### config.mk
export PLATFORM = sky130hd
export DESIGN_NAME = truth_table_engine
export DESIGN_NICKNAME = d
export VERILOG_FILES = /design/src/rtl/tt_pkg.sv /design/src/rtl/tt_sweep_ctrl.sv /design/src/rtl/truth_table_engine.sv
export SDC_FILE = /design/constraint.sdc
export NUM_CORES = 1
export LEC_CHECK = 0
export BUFFER_PORTS_ARGS = -buffer_cell sky130_fd_sc_hd__buf_2
export CORE_MARGIN = 2
export CORE_UTILIZATION = 33
export DETAILED_ROUTE_END_ITERATION = 10
export GPL_TIMING_DRIVEN = 0
export HOLD_SLACK_MARGIN = 0.1
export MAX_ROUTING_LAYER = met4
export PLACE_DENSITY_LB_ADDON = 0.2
export SETUP_SLACK_MARGIN = 0.02
export SLEW_MARGIN = 20
export SYNTH_ARGS = -nofsm -noshare
export SYNTH_HDL_FRONTEND = slang
export SYNTH_SLANG_ARGS = --single-unit
export TNS_END_PERCENT = 100
### constraint.sdc
create_clock -name clk -period 5.3 [get_ports clk]
set_input_delay 0 -clock clk [delete_from_list [all_inputs] [get_ports clk]]
set_output_delay 0 -clock clk [all_outputs]
set_load 0.02 [all_outputs]
### src/rtl/tt_pkg.sv
// Shared types and defaults for the truth-table engine: sweep FSM states,
// default table dimensions and the config-select width helper.
package tt_pkg;

    typedef enum logic [1:0] {
        IDLE = 2'd0,
        RUN  = 2'd1,
        DONE = 2'd2
    } sweep_state_t;

    localparam int DEF_N_IN  = 4;
    localparam int DEF_N_OUT = 10;

    // A single function still needs a one-bit select port.
    function automatic int sel_width(input int n_out);
        return (n_out > 1) ? $clog2(n_out) : 1;
    endfunction

endpackage

### src/rtl/tt_sweep_ctrl.sv
// Sweep sequencer: walks every truth-table row through a valid/ready
// handshake, then pulses sweep_done for one cycle.
module tt_sweep_ctrl
    import tt_pkg::*;
#(
    parameter int N_IN = DEF_N_IN
) (
    input  logic            clk,
    input  logic            rst_n,
    input  logic            sweep_start,
    input  logic            row_ready,
    output logic            row_valid,
    output logic [N_IN-1:0] row_idx,
    output logic [N_IN-1:0] row_nxt,
    output logic            run_nxt,
    output logic            sweep_busy,
    output logic            sweep_done
);

    // One spare counter bit so the increment past the last row never wraps.
    localparam logic [N_IN:0] LAST_ROW = (N_IN+1)'((1 << N_IN) - 1);

    sweep_state_t  state, state_nxt;
    logic [N_IN:0] cnt, cnt_nxt;

    always_ff @(posedge clk) begin
        if (!rst_n) begin
            state <= IDLE;
            cnt   <= '0;
        end else begin
            state <= state_nxt;
            cnt   <= cnt_nxt;
        end
    end

    always_comb begin
        state_nxt = state;
        cnt_nxt   = cnt;
        case (state)
            IDLE: begin
                if (sweep_start) begin
                    state_nxt = RUN;
                    cnt_nxt   = '0;
                end
            end
            RUN: begin
                if (row_ready) begin
                    cnt_nxt = cnt + (N_IN+1)'(1);
                    if (cnt == LAST_ROW) begin
                        state_nxt = DONE;
                    end
                end
            end
            DONE: begin
                state_nxt = IDLE;
                cnt_nxt   = '0;
            end
            default: begin
                state_nxt = IDLE;
                cnt_nxt   = '0;
            end
        endcase
    end

    assign row_valid  = (state == RUN);
    assign sweep_busy = (state != IDLE);
    assign sweep_done = (state == DONE);
    assign row_idx    = cnt[N_IN-1:0];
    // Lets the parent register row_out in step with the counter.
    assign row_nxt    = cnt_nxt[N_IN-1:0];
    assign run_nxt    = (state_nxt == RUN);

endmodule

### src/rtl/truth_table_engine.sv
// Configurable bank of N_OUT boolean functions of N_IN inputs, with a live
// registered evaluation port and a handshaked full-table sweep.
module truth_table_engine
    import tt_pkg::*;
#(
    parameter  int N_IN  = DEF_N_IN,
    parameter  int N_OUT = DEF_N_OUT,
    localparam int SEL_W = sel_width(N_OUT)
) (
    input  logic             clk,
    input  logic             rst_n,
    input  logic [N_IN-1:0]  in_vec,
    output logic [N_OUT-1:0] out_vec,
    input  logic             cfg_we,
    input  logic [SEL_W-1:0] cfg_sel,
    input  logic [N_IN-1:0]  cfg_row,
    input  logic             cfg_bit,
    input  logic             sweep_start,
    output logic             row_valid,
    input  logic             row_ready,
    output logic [N_IN-1:0]  row_idx,
    output logic [N_OUT-1:0] row_out,
    output logic             sweep_busy,
    output logic             sweep_done
);

    localparam int ROWS = 1 << N_IN;

    logic [ROWS-1:0]  lut     [N_OUT];
    logic [ROWS-1:0]  lut_nxt [N_OUT];
    logic [N_OUT-1:0] rd_live;
    logic [N_OUT-1:0] rd_row;
    logic [N_IN-1:0]  row_nxt;
    logic             run_nxt;

    tt_sweep_ctrl #(
        .N_IN(N_IN)
    ) u_sweep_ctrl (
        .clk        (clk),
        .rst_n      (rst_n),
        .sweep_start(sweep_start),
        .row_ready  (row_ready),
        .row_valid  (row_valid),
        .row_idx    (row_idx),
        .row_nxt    (row_nxt),
        .run_nxt    (run_nxt),
        .sweep_busy (sweep_busy),
        .sweep_done (sweep_done)
    );

    // Out-of-range selects match no function, so they drop out naturally.
    always_comb begin
        lut_nxt = lut;
        if (cfg_we && !sweep_busy) begin
            for (int f = 0; f < N_OUT; f++) begin
                if (SEL_W'(f) == cfg_sel) begin
                    lut_nxt[f][cfg_row] = cfg_bit;
                end
            end
        end
    end

    always_ff @(posedge clk) begin
        if (!rst_n) begin
            for (int f = 0; f < N_OUT; f++) begin
                lut[f] <= '0;
            end
        end else begin
            lut <= lut_nxt;
        end
    end

    // Live evaluation sees the pre-write table; the sweep column follows the
    // post-edge table so a write made alongside sweep_start is not stale.
    always_comb begin
        rd_live = '0;
        rd_row  = '0;
        for (int f = 0; f < N_OUT; f++) begin
            rd_live[f] = lut[f][in_vec];
            rd_row[f]  = lut_nxt[f][row_nxt];
        end
    end

    always_ff @(posedge clk) begin
        if (!rst_n) begin
            out_vec <= '0;
            row_out <= '0;
        end else begin
            out_vec <= rd_live;
            row_out <= run_nxt ? rd_row : '0;
        end
    end

endmodule

### Word level (Yosys, flattened, before mapping)

Index checks and enable logic that the tools add are counted.

* input bits: 18
* output and inout port bits: 27
* flip-flop bits (word level): 187
* word-level logic and storage cells: 113

* reductions and logical operators: 8
* add/subtract/negate cells: 1
* equality and inequality tests: 15
* $lt $le $gt $ge: 4
* multiplexer cells: 70

Operator list (number)
* 16-bit bitwise mux: 10
* 16-bit two-way mux: 10
* 160-bit two-way mux: 1
* 1-bit binary-select mux with 4-bit select: 20
* 1-bit two-way mux: 21
* 3-bit by 4-bit equality test with 1-bit output (first input constant): 4
* 4-bit by 5-bit < comparator with 1-bit output (second input constant): 3
* 5-bit two-way mux: 2
* 5-bit case mux with 2 select lines: 1
* 2-bit by 4-bit equality test with 1-bit output (first input constant): 2
* 4-bit equality test (first input constant): 2
* 2-bit two-way mux: 3
* 5-bit by 1-bit adder with 5-bit output (second input constant): 1
* 5-bit by 4-bit equality test with 1-bit output (second input constant): 1
* 1-bit demux with 4-bit select: 1
* 1-bit by 4-bit equality test with 1-bit output (first input constant): 1
* 2-bit by 1-bit equality test with 1-bit output (second input constant): 2
* 4-bit by 1-bit greater-or-equal comparator with 1-bit output (second input constant): 1
* 4-bit logical NOT: 1
* 2-bit case mux with 2 select lines: 1
* 2-bit AND reduction: 2
* 2-bit equality test (second input constant): 1
* 1-bit logical AND: 2
* 2-bit logical NOT: 1
* 4 further kinds: 4

### Logic depth before layout (Yosys ltp)

* word-level depth: 9
* gate-level depth with buffers: 11
* depth with buffers taken out: 10

### Modules after synthesis

A second synthesis with hierarchy kept.

* cells, all modules: 1095
* area total of the unflattened synthesis: 11009.3 um2

By module, submodules not included
* truth_table_engine: cells an instance 1036, instances 1, area an instance 10500.1 um2, sequential area each 3603.5 um2
* tt_sweep_ctrl: cells an instance 59, instances 1, area an instance 509.2 um2, sequential area each 140.1 um2

### Least setup slack after synthesis

OpenSTA, ideal clock, no wires.

* path kind: register -> register
* from: register u_sweep_ctrl.cnt[0]
* to: register row_out[8]
* data required time: 5.221 ns
* arrival time: 2.286 ns
* library setup time: 0.079 ns
* path buffers: 1
* slack: 2.935 ns
* cell stages (with the launch flop): 11
* cell sequence: dfxtp_1 ha_1 and3_1 ha_1 nand3_1 nor3b_1 a21bo_2 or2_2 buf_1 a221o_1 o211ai_1

* cells in the longest elaborated chain, start to end: 6
* elaborated cells between the ends (all ways): 12
* classes of those cells: add/sub (1); eq/ne (2); mux (8); reduce/logical (1)

Ends and longest elaborated chain
* from (decl): line tt_sweep_ctrl.sv:24 `logic [N_IN:0] cnt, cnt_nxt;`
* from (signal assigned): line tt_sweep_ctrl.sv:32 `cnt <= cnt_nxt;`
* branches (longest 6 deep; another with 5-bit by 1-bit adder with 5-bit output)
* to (signal assigned): line truth_table_engine.sv:90 `row_out <= run_nxt ? rd_row : '0;`
* to (decl): line truth_table_engine.sv:22 `output logic [N_OUT-1:0] row_out,`

Parallel ways; which one is timed is not known. The select of a mux whose other input is x is not followed.
A chain may end at the register's enable or synchronous reset.

### Worst setup path in the final report

Same ends and word-level chain as after synthesis.

==> results.cfg <==
[sta]
hold_ws_ps = 165
relSlewSlack_pct = 15.2
slew_violations = 0
period_needed_ps = 3670
clock_skew_ps = 13.4
fin_crit_sh_pct = 69.2
rsz0062_at_grt = false
hold_viol = 0
tns_ps = 0
maxClockFrequency_mhz = 273
worst_pin_slew_ps = 1270
setup_viol = 0

[clocking]
cts_tree = built
clkLatencyLatePin_ps = 460
cts_buffers = 17
clkSlewWorstSetupHoldPaths_ps = 80
cts_sinks = 187
cts_resized = 0
cts_setup_buffers = 0
clock_path_buffers = 2
htreeDepth = 4
cts-root-buf = clkbuf_16

[yosys]
netlist_area_sq_um = 10800
yosysSeqAreaShare_pct = 34.8
ys_types = 72
ys.flop_type = dfxtp_1
synth-seq-cells = 187
syn_nets = 1140
synth.top_cells.by_area = dfxtp_1 (35%), mux2i_1 (15%), mux4_2 (10%)
synthTopCellsByCount = dfxtp_1 (187), mux2i_1 (158), nor2b_1 (156)
synthCells = 1120
synth_most_common_cell = dfxtp_1
synth-edff-count = 0
async_reset_ff_share_pct = 0
syn_area_per_cell_sq_um = 9.60
synth_top_area_cell = dfxtp_1
netlist.area_leader.share_pct = 34.8
yosys_warnings = 0

[critical_path]
worstSetupPathType = reg -> reg
cp_max_fo = 10
crit_path_end_kind = flip-flop
cp.arrival_ps = 3960
start_kind = flip-flop
required_ps = 5600

[floorplanning]
dieHeight_microns = 185
fp.dieW_microns = 185
initial_utilization_pct = 33.3
die_area_sq_um = 34100
core-area_sq_um = 32300
rows = 66
num_io_pins = 45

[detailed_routing]
drt_iter0_drc = 1098
vias_per_cell = 5.89
wl_per_cell_microns = 27.1
antenna_left = 0
dr.pass1.iters = 5
wirelength_microns = 44300
drc = 0
num_vias = 9616

[global_route]
grt_start_max_net_pins = 19
track_usage_pct = 26.9
grt_pass1_wl_microns = 63300
overflow = 0
antenna_found_initial = 0
grt_pass1_vias = 9034

[layout]
nets = 1197
num_antenna_cells = 0
drive_gt1_share_pct = 16.0
area_growth_pct = 12.5
final_util_pct = 37.5

[place]
gp_congestion = 0.970
hpwl_microns = 30100
io_buffer_count = 33

[power_and_ir_drop]
p_per_area_nw_per_um2 = 253
max-vdd-ir-drop_v = 0.000143
leakage_nw = 4.60

[worst_hold_path]
min_path_type = in -> reg

[run]
maxCapViolCount = 0

[outcome]
outcome = completed
[stage by stage]
step	std cells	power (mW)	area, sq um	worst slack, ps
floorplan	1120	1.65	10800	2930
global placement	1595	1.80	11500	1850
detailed placement	1595	1.79	11500	1820
CTS	1632	3.06	12100	1800
global route	1632	3.14	12100	1700
finish	1632	3.06	12100	1630
[layout by cell type (no fill, tap or decap), drive strengths merged, types with 6 or more instances in the layout]
| cell type | synthesis | routed |
|---|---|---|
| o211ai | 6 | 6 |
| o31ai | 8 | 8 |
| nand3 | 67 | 67 |
| nor3 | 35 | 35 |
| buf | 55 | 88 |
| nor2b | 156 | 156 |
| mux4 | 50 | 50 |
| inv | 3 | 12 |
| a21oi | 10 | 10 |
| a22oi | 16 | 16 |
| mux2i | 158 | 158 |
| nand2 | 88 | 88 |
| clkbuf | 62 | 80 |
| a32oi | 7 | 7 |
| a21o | 6 | 6 |
| dfxtp | 187 | 187 |
| nor2 | 48 | 48 |
| o21ai | 7 | 7 |
| and2 | 22 | 22 |
| nand4 | 10 | 10 |
| a221oi | 23 | 23 |
[sequential cells by signal, summed over array words and instances, names as in the netlist]
register            flops
u_sweep_ctrl.state      2
u_sweep_ctrl.cnt        5
out_vec                10
lut                   160
row_out                10
[kinds of logic (layout without fill, tap and decap cells)]
family | after synthesis | after routing | share of synthesized area [%]
and+or+nand+nor | 478 | 478 | 25.0
muxes | 213 | 213 | 25.7
DFF | 187 | 187 | 34.8
buffers and inverters | 120 | 190 | 5.39
AOI/OAI and AO/OA | 118 | 118 | 8.69
adders and majority gates | 2 | 2 | 0.233
xor gates and xnor gates | 2 | 2 | 0.163
[where the power goes]
part / internal (mW) / leakage, nW / switching [mW]
combinational: 0.101 / 2.81 / 0.265
sequential: 1.41 / 1.51 / 0.00353
clock: 0.633 / 0.280 / 0.650
[worst max-delay path: stages (launching register included)]
cell      delay, ps
dfxtp_1         490
ha_1            280
mux2_2          300
a32o_1          400
nor2_1          960
clkbuf_1        610
a22oi_1         150
nand2_1         140
o211ai_1        150
[cell type report]
cell class | count | area [sq um]
timing repair buffer | 38 | 215
buffer | 117 | 569
tap | 442 | 553
clock buffer | 18 | 439
clock inverter | 14 | 124
fill | 3283 | 20200
inverter | 3 | 11.3
sequential | 187 | 3740
multi-input combinational | 813 | 6450
[per-layer routing]
| layer | part of all wire, % | global-route usage, % | wire [microns] | up-vias |
|---|---|---|---|---|
| met5 | 0 | - | 0 | - |
| met4 | 4.9 | 13.6 | 2190 | 0 |
| met3 | 9.5 | 6.26 | 4190 | 141 |
| met2 | 43 | 38.2 | 18900 | 577 |
| met1 | 43 | 35.8 | 19000 | 4724 |
| li1 | - | - | - | 4174 |
[path summary, 6_finish.rpt]
check	start	endpoint	slack, ps	cells after the start
max	u_sweep_ctrl.cnt[0]	row_out[8]	1630	8
min reg2reg	lut[128]	lut[128]	530	2
max reg2reg	u_sweep_ctrl.cnt[0]	row_out[8]	1630	8
min	cfg_row[0]	lut[94]	160	5
[what timing repair did]
item / 4_1_cts / 5_1_grt
endpoints found under the hold margin: 8 / 0
setup endpoints to repair: 0 / 0
hold buffers: 5 / 0
No activity file was read; power rests on OpenSTA's default activity.
